### config.mk
export PLATFORM = sky130hd
export DESIGN_NAME = traffic_demand_gen
export DESIGN_NICKNAME = d
export VERILOG_FILES = /design/src/rtl/traffic_pkg.sv /design/src/rtl/traffic_debounce.sv /design/src/rtl/traffic_demand_gen.sv
export SDC_FILE = /design/constraint.sdc
export NUM_CORES = 1
export LEC_CHECK = 0
export BUFFER_PORTS_ARGS = -buffer_cell sky130_fd_sc_hd__buf_2
export CAP_MARGIN = 10
export CORE_ASPECT_RATIO = 1.5
export CORE_UTILIZATION = 55
export CTS_CLUSTER_SIZE = 12
export DETAILED_ROUTE_END_ITERATION = 10
export GPL_TIMING_DRIVEN = 0
export PLACE_DENSITY = 0.72
export SLEW_MARGIN = 15
export SYNTH_ARGS = -nofsm -noshare
export SYNTH_HDL_FRONTEND = slang
export SYNTH_HIERARCHICAL = 1
export SYNTH_SLANG_ARGS = --single-unit
### constraint.sdc
create_clock -name clk -period 2.35 [get_ports clk]
set_clock_uncertainty 0.05 [all_clocks]
set_input_delay 0.235 -clock clk [delete_from_list [all_inputs] [get_ports clk]]
set_output_delay 0.235 -clock clk [all_outputs]
set_load 0.005 [all_outputs]
### src/rtl/traffic_pkg.sv
// Shared lamp codes and demand-FSM state encoding for the traffic demand front end.
package traffic_pkg;

    localparam logic [1:0] LT_GREEN  = 2'd0;
    localparam logic [1:0] LT_YELLOW = 2'd1;
    localparam logic [1:0] LT_RED    = 2'd2;

    typedef enum logic [1:0] {
        IDLE      = 2'd0,
        DEMAND    = 2'd1,
        SERVE     = 2'd2,
        FORCE_OFF = 2'd3
    } dmd_state_t;

endpackage

### src/rtl/traffic_debounce.sv
// Two-flop synchronizer followed by a consecutive-sample filter on one loop detector.
module traffic_debounce
    import traffic_pkg::*;
#(
    parameter int DEB_CYC = 4
) (
    input  logic clk,
    input  logic reset,
    input  logic det,
    output logic pres
);

    localparam int DW = $clog2(DEB_CYC + 1);

    logic [1:0]    sync;
    logic [DW-1:0] cnt;

    // pres flips on the edge that takes the DEB_CYC-th consecutive opposing sample
    always_ff @(posedge clk) begin
        if (reset) begin
            sync <= '0;
            cnt  <= '0;
            pres <= 1'b0;
        end else begin
            sync <= {sync[0], det};
            if (sync[1] != pres) begin
                if (cnt == DW'(DEB_CYC - 1)) begin
                    pres <= sync[1];
                    cnt  <= '0;
                end else begin
                    cnt <= cnt + 1'b1;
                end
            end else begin
                cnt <= '0;
            end
        end
    end

endmodule

### src/rtl/traffic_demand_gen.sv
// Demand front end: debounced presence, gap-out and max-green cap per approach.
// Define LIGHT_CHECK_EN to build the sticky illegal-lamp checker on err_light.
module traffic_demand_gen
    import traffic_pkg::*;
#(
    parameter int DEB_CYC     = 4,
    parameter int GAP_CYC     = 8,
    parameter int MAX_GRN_CYC = 64,
    parameter int CNT_W       = 8
) (
    input  logic       clk,
    input  logic       reset,
    input  logic       det_a,
    input  logic       det_b,
    input  logic [1:0] l_a,
    input  logic [1:0] l_b,
    output logic       inp_a,
    output logic       inp_b,
    output logic       err_light
);

    localparam logic [CNT_W-1:0] GAP_LOAD = CNT_W'(GAP_CYC);
    localparam logic [CNT_W-1:0] GRN_TOP  = CNT_W'(MAX_GRN_CYC - 1);

    logic [1:0]       pres;
    logic [1:0]       green;
    logic [1:0]       inp_nx;
    dmd_state_t       state    [2];
    dmd_state_t       state_nx [2];
    logic [CNT_W-1:0] gap      [2];
    logic [CNT_W-1:0] gap_nx   [2];
    logic [CNT_W-1:0] grn      [2];
    logic [CNT_W-1:0] grn_nx   [2];

    traffic_debounce #(.DEB_CYC(DEB_CYC)) u_deb_a (
        .clk   (clk),
        .reset (reset),
        .det   (det_a),
        .pres  (pres[0])
    );

    traffic_debounce #(.DEB_CYC(DEB_CYC)) u_deb_b (
        .clk   (clk),
        .reset (reset),
        .det   (det_b),
        .pres  (pres[1])
    );

    assign green[0] = (l_a == LT_GREEN);
    assign green[1] = (l_b == LT_GREEN);

    always_comb begin
        inp_nx = '0;
        for (int i = 0; i < 2; i++) begin
            state_nx[i] = state[i];
            gap_nx[i]   = gap[i];
            grn_nx[i]   = grn[i];
            case (state[i])
                IDLE: begin
                    if (pres[i]) state_nx[i] = DEMAND;
                end
                DEMAND: begin
                    if (green[i]) begin
                        state_nx[i] = SERVE;
                        gap_nx[i]   = GAP_LOAD;
                        grn_nx[i]   = '0;
                    end else if (!pres[i]) begin
                        state_nx[i] = IDLE;
                    end
                end
                SERVE: begin
                    // grn parks at the cap value so a late-arriving waiter still trips it
                    if (grn[i] != GRN_TOP) grn_nx[i] = grn[i] + 1'b1;
                    if (pres[i])            gap_nx[i] = GAP_LOAD;
                    else if (gap[i] != '0)  gap_nx[i] = gap[i] - 1'b1;
                    if (!green[i])
                        state_nx[i] = pres[i] ? DEMAND : IDLE;
                    else if (gap[i] == '0)
                        state_nx[i] = IDLE;
                    else if (grn[i] == GRN_TOP && state[1-i] == DEMAND)
                        state_nx[i] = FORCE_OFF;
                end
                FORCE_OFF: begin
                    if (!green[i]) state_nx[i] = pres[i] ? DEMAND : IDLE;
                end
                default: state_nx[i] = IDLE;
            endcase
            inp_nx[i] = (state_nx[i] == DEMAND) || (state_nx[i] == SERVE);
        end
    end

    always_ff @(posedge clk) begin
        if (reset) begin
            for (int i = 0; i < 2; i++) begin
                state[i] <= IDLE;
                gap[i]   <= '0;
                grn[i]   <= '0;
            end
            inp_a <= 1'b0;
            inp_b <= 1'b0;
        end else begin
            for (int i = 0; i < 2; i++) begin
                state[i] <= state_nx[i];
                gap[i]   <= gap_nx[i];
                grn[i]   <= grn_nx[i];
            end
            inp_a <= inp_nx[0];
            inp_b <= inp_nx[1];
        end
    end

`ifdef LIGHT_CHECK_EN
    // neither approach red, or an undefined lamp code, latches until reset
    always_ff @(posedge clk) begin
        if (reset)
            err_light <= 1'b0;
        else if ((l_a != LT_RED && l_b != LT_RED) || l_a == 2'd3 || l_b == 2'd3)
            err_light <= 1'b1;
    end
`else
    assign err_light = 1'b0;
`endif

endmodule

* Word-level counts from Yosys, hierarchy flattened
Memories as Yosys holds them, arrays and structs flattened. Cells that the tools add are included.
Storage, ports and cells: register bits after elaboration 14, bits in writable memories 36, input port bits 8, memories 3
Memory list:
- gap | words 2, width 8, read ports 2, clocked after memory_dff 0, wr ports 2, line traffic_demand_gen.sv:30 | logic [CNT_W-1:0] gap [2];
- grn | words 2, width 8, read ports 2, clocked after memory_dff 0, wr ports 2, line traffic_demand_gen.sv:32 | logic [CNT_W-1:0] grn [2];
- state | words 2, width 2, read ports 2, clocked after memory_dff 0, wr ports 2, line traffic_demand_gen.sv:28 | dmd_state_t state [2];
Operators by class: $add $sub $neg 6, equal/unequal tests 18, mux-type cells 41, bitwise operators 8, reduce and logical (&&, ||, !) cells 16
Operator list (count):
- two-way mux 8 bit | 14
- one-hot mux 8 bit (2 select lines) | 4
- two-way mux 2 bit | 16
- adder 8 x 1 -> 8 bit (second input constant) | 2
- equality test 8 x 6 -> 1 bit (second input constant) | 2
- logical NOT 8 bit | 2
- != test 8 x 6 -> 1 bit (second input constant) | 2
- one-hot mux 2 bit (4 select lines) | 2
- nonzero test 8 bit | 2
- subtractor 8 x 1 -> 8 bit (second input constant) | 2
- equality test 2 bit (second input constant) | 6
- equality test 2 x 1 -> 1 bit (second input constant) | 4
- logical NOT 2 bit | 4
- adder 3 x 1 -> 3 bit (second input constant) | 2
- equality test 3 x 2 -> 1 bit (second input constant) | 2
- OR 1 bit | 6
- OR reduction 3 bit | 2
- two-way mux 1 bit | 5
- AND reduction 2 bit | 2
- logical AND 1 bit | 2
- logical OR 1 bit | 2
- != test 1 bit | 2
- inverter 1 bit | 2

* Depth between registers and ports, before layout
An unclocked memory read counts as a cell.
word-level depth 9, mapped depth 7, mapped depth without buffers 6

* Cells and area by module
The synthesis kept the hierarchy.
Modules (own cells, without submodules):
- traffic_demand_gen | instances 1, cells an instance 253, area an instance 2138.3 sq um, sequential area each 760.7 sq um
- traffic_debounce | instances 2, cells an instance 17, area an instance 211.5 sq um, sequential area each 120.1 sq um

* Worst setup path before layout
OpenSTA, ideal clock, no wires.
path type flip-flop to flip-flop, start mem gap[1][0], in the netlist gap[0][8], end mem gap[1][4], in the netlist gap[0][12], setup time 0.127 ns, arrival 1.679 ns, required time 2.173 ns, path slack 0.494 ns, cell stages (with the launch flop) 7, cells stage by stage dfxtp_1 -> inv_1 -> ha_1 -> or4b_2 -> o211ai_1 -> a211oi_1 -> mux2i_1
RTL lines (line):
- start, declared | traffic_demand_gen.sv:30

==> results.json <==
{
  "status": "complete, but fails checks",
  "failed_checks": "DRC",
  "core_um2": 4504,
  "routed_wl_um": 5129,
  "fin_nets": 320,
  "power_per_cell_area_nw_per_um2": 537.5,
  "hp-class": "in2reg",
  "synth_top_cell_area_share_pct": 39.08,
  "finalSetupViolCount": 0,
  "clock-sinks": 50,
  "synth_most_common_cell": "dfxtp_1",
  "syn_area_um2": 2561,
  "final_max_slew_viol_count": 0,
  "initial_utilization_pct": 56.86,
  "crit_fanout": 4,
  "drt_pass1_iterations": 7,
  "p_leak_nw": 1.005,
  "drt_iter0_drc": 61,
  "nFillCells": 412,
  "wl_per_cell_um": 14.57,
  "numPortBuffers": 9,
  "clockBufferDepth": 2,
  "grt_start_max_net_pins": 18,
  "setup_slack_ns": 0.2676,
  "io_pins": 11,
  "cts_setup_buffers": 0,
  "die_area_um2": 4939,
  "min_period_over_period_pct": 88.61,
  "final_util_pct": 61.56,
  "fp.dieH_um": 85.58,
  "synthTopCellsByArea": "dfxtp_1 39%, mux2i_1 4.7%, a21oi_1 4.5%, ha_1 4.4%, nand2_1 3.5%",
  "ctsResizeCount": 0,
  "clk_latency_ns": 0.30,
  "ys_types": 51,
  "arrival_ns": 2.22,
  "placedCellCount": 344,
  "ys_ff_latch": 50,
  "rows": 30,
  "drive_above_1_share_pct": 9.211,
  "grt_use_total_pct": 22.53,
  "dp_hpwl_um": 3715,
  "critPathRequiredTime_ns": 2.48,
  "ys_seq_area_share_pct": 39.08,
  "die_width_um": 57.72,
  "async_flop_share_pct": 0,
  "synth_top_area_cell": "dfxtp_1",
  "dpl_worst_slack_ns": 0.3150,
  "startpoint_type": "flop",
  "antenna_found_initial": 0,
  "tightest_slew_ns": 0.6143,
  "layout_min_cycle_time_ns": 2.082,
  "cts_tree": "built",
  "setup.worst_path.end_class": "flop",
  "antennaDiodeCount": 0,
  "htreeDepth": 2,
  "drv_cap": 0,
  "hold_violations": 0,
  "multi_input_area_um2": 1478,
  "synth-main-ff-cell": "dfxtp_1",
  "rsz0062_at_grt": "no",
  "cts-hold-fix-buffers": 0,
  "register_area_um2": 1001,
  "syn2layout_area_growth_pct": 8.256,
  "syn_nets": 304,
  "final_cells": 352,
  "ant_nets": 0,
  "grt_pass1_vias": 2081,
  "place_congestion": 0.7662,
  "maxSlewHeadroom_pct": 58.80,
  "cts-root-buf": "clkbuf_8",
  "irDropWorstVdd_uv": 412.8,
  "synth_top_cells_by_count": "50 x dfxtp_1, 24 x nand2_1, 23 x a21oi_1, 14 x or3_1, 13 x nor2_1",
  "vias": 2212,
  "synth_area_per_cell_um2": 8.924,
  "yosysWarningCount": 6,
  "cts-buffers-inserted": 5,
  "grt_pass1_wl_um": 8825,
  "synth_edf_count": 0,
  "clkTransAtPathRegs_ns": 0.08,
  "path_class": "reg2reg",
  "route.detailed.drc": 1,
  "grt_overflow_total": 0,
  "setup_tns_ns": 0,
  "avgViaCountPerCell": 6.284,
  "clock.fmax_ghz": 0.4802,
  "syn_inst": 287,
  "timing.hold.ws_ns": 0.09805
}
critical path, cell delays in order (launching register included):
cell      delay, ns
dfxtp_1        0.34
inv_1          0.11
ha_1           0.19
or4b_2         0.65
o211ai_1       0.35
a211oi_1       0.15
mux2i_1        0.14
sequential cells by signal, summed over array words and instances, names as in the netlist:
| register | cells |
|---|---|
| u_deb_b/cnt | 3 |
| inp_b | 1 |
| u_deb_a/cnt | 3 |
| gap | 16 |
| u_deb_a/pres | 1 |
| state | 4 |
| u_deb_b/pres | 1 |
| grn | 16 |
| u_deb_a/sync | 2 |
| u_deb_b/sync | 2 |
| inp_a | 1 |
cells by family after synthesis:
logic type	count (synthesis)	share of synthesized area, %
other	1	0.1464
buffers and inverters	20	3.224
adders and majority gates	9	4.397
AOI/OAI and AO/OA	74	19.25
xor gates and xnor gates	2	0.6841
and+or+nand+nor	118	27.94
DFF	50	39.08
muxes	13	5.276
per-stage QoR:
step	power [mW]	area, um^2
finish	1.490	2773
global route	1.538	2773
floorplan	0.8997	2561
CTS	1.504	2773
global placement	0.9192	2666
detailed placement	0.9203	2666
per-layer routing:
metal	share of wire [%]	track usage, %	up-vias
li1	-	-	1113
met1	43	23.88	1062
met2	53	42.92	30
met3	2.5	4.223	7
met4	1.5	8.442	0
met5	0	0	-
power breakdown:
part	internal (mW)	leakage (nW)	total [mW]	switching [mW]
Combinational	0.0167	0.549	0.0474	0.0307
Sequential	0.851	0.404	0.852	0.00179
Clock	0.319	0.0524	0.591	0.272
path summary, 6_finish.rpt:
path                                        end  cells after the start      startpoint  slack (ns)
worst max-delay path                 gap[0][12]                      6       gap[0][8]        0.27
worst min-delay path            u_deb_a/sync[0]                      2           det_a         0.1
worst max register to register       gap[0][12]                      6       gap[0][8]        0.27
worst min register to register   u_deb_a/cnt[0]                      1  u_deb_a/cnt[0]        0.39
layout by cell type (no fill, tap or decap), types with 3 or more instances in the layout:
master     instances
inv_1             12
nor2b_1            6
o211a_1            3
nand3_1           11
nor4b_2            4
a21oi_1           23
o211ai_1           5
clkbuf_1           6
ha_1               9
o21a_1             4
a211oi_1           3
nor4_1             8
nand2b_1           8
nand2_1           24
clkbuf_8           5
o2111ai_1          3
o21ai_0           12
nor2_1            13
o31ai_1            6
buf_2             12
dfxtp_1           50
or3_1             14
nor3_1             7
or4_1              6
mux2i_1           12
final cells by class:
class	instances	share of cell area [%]
multi-input cells	217	53.29
well taps	48	2.166
clock inverters	1	1.083
clock buffers	7	2.753
inverters	12	1.625
plain buffers	8	1.354
repair buffers	9	1.625
flip-flops and latches	50	36.10
No activity file was read; power rests on OpenSTA's default activity.
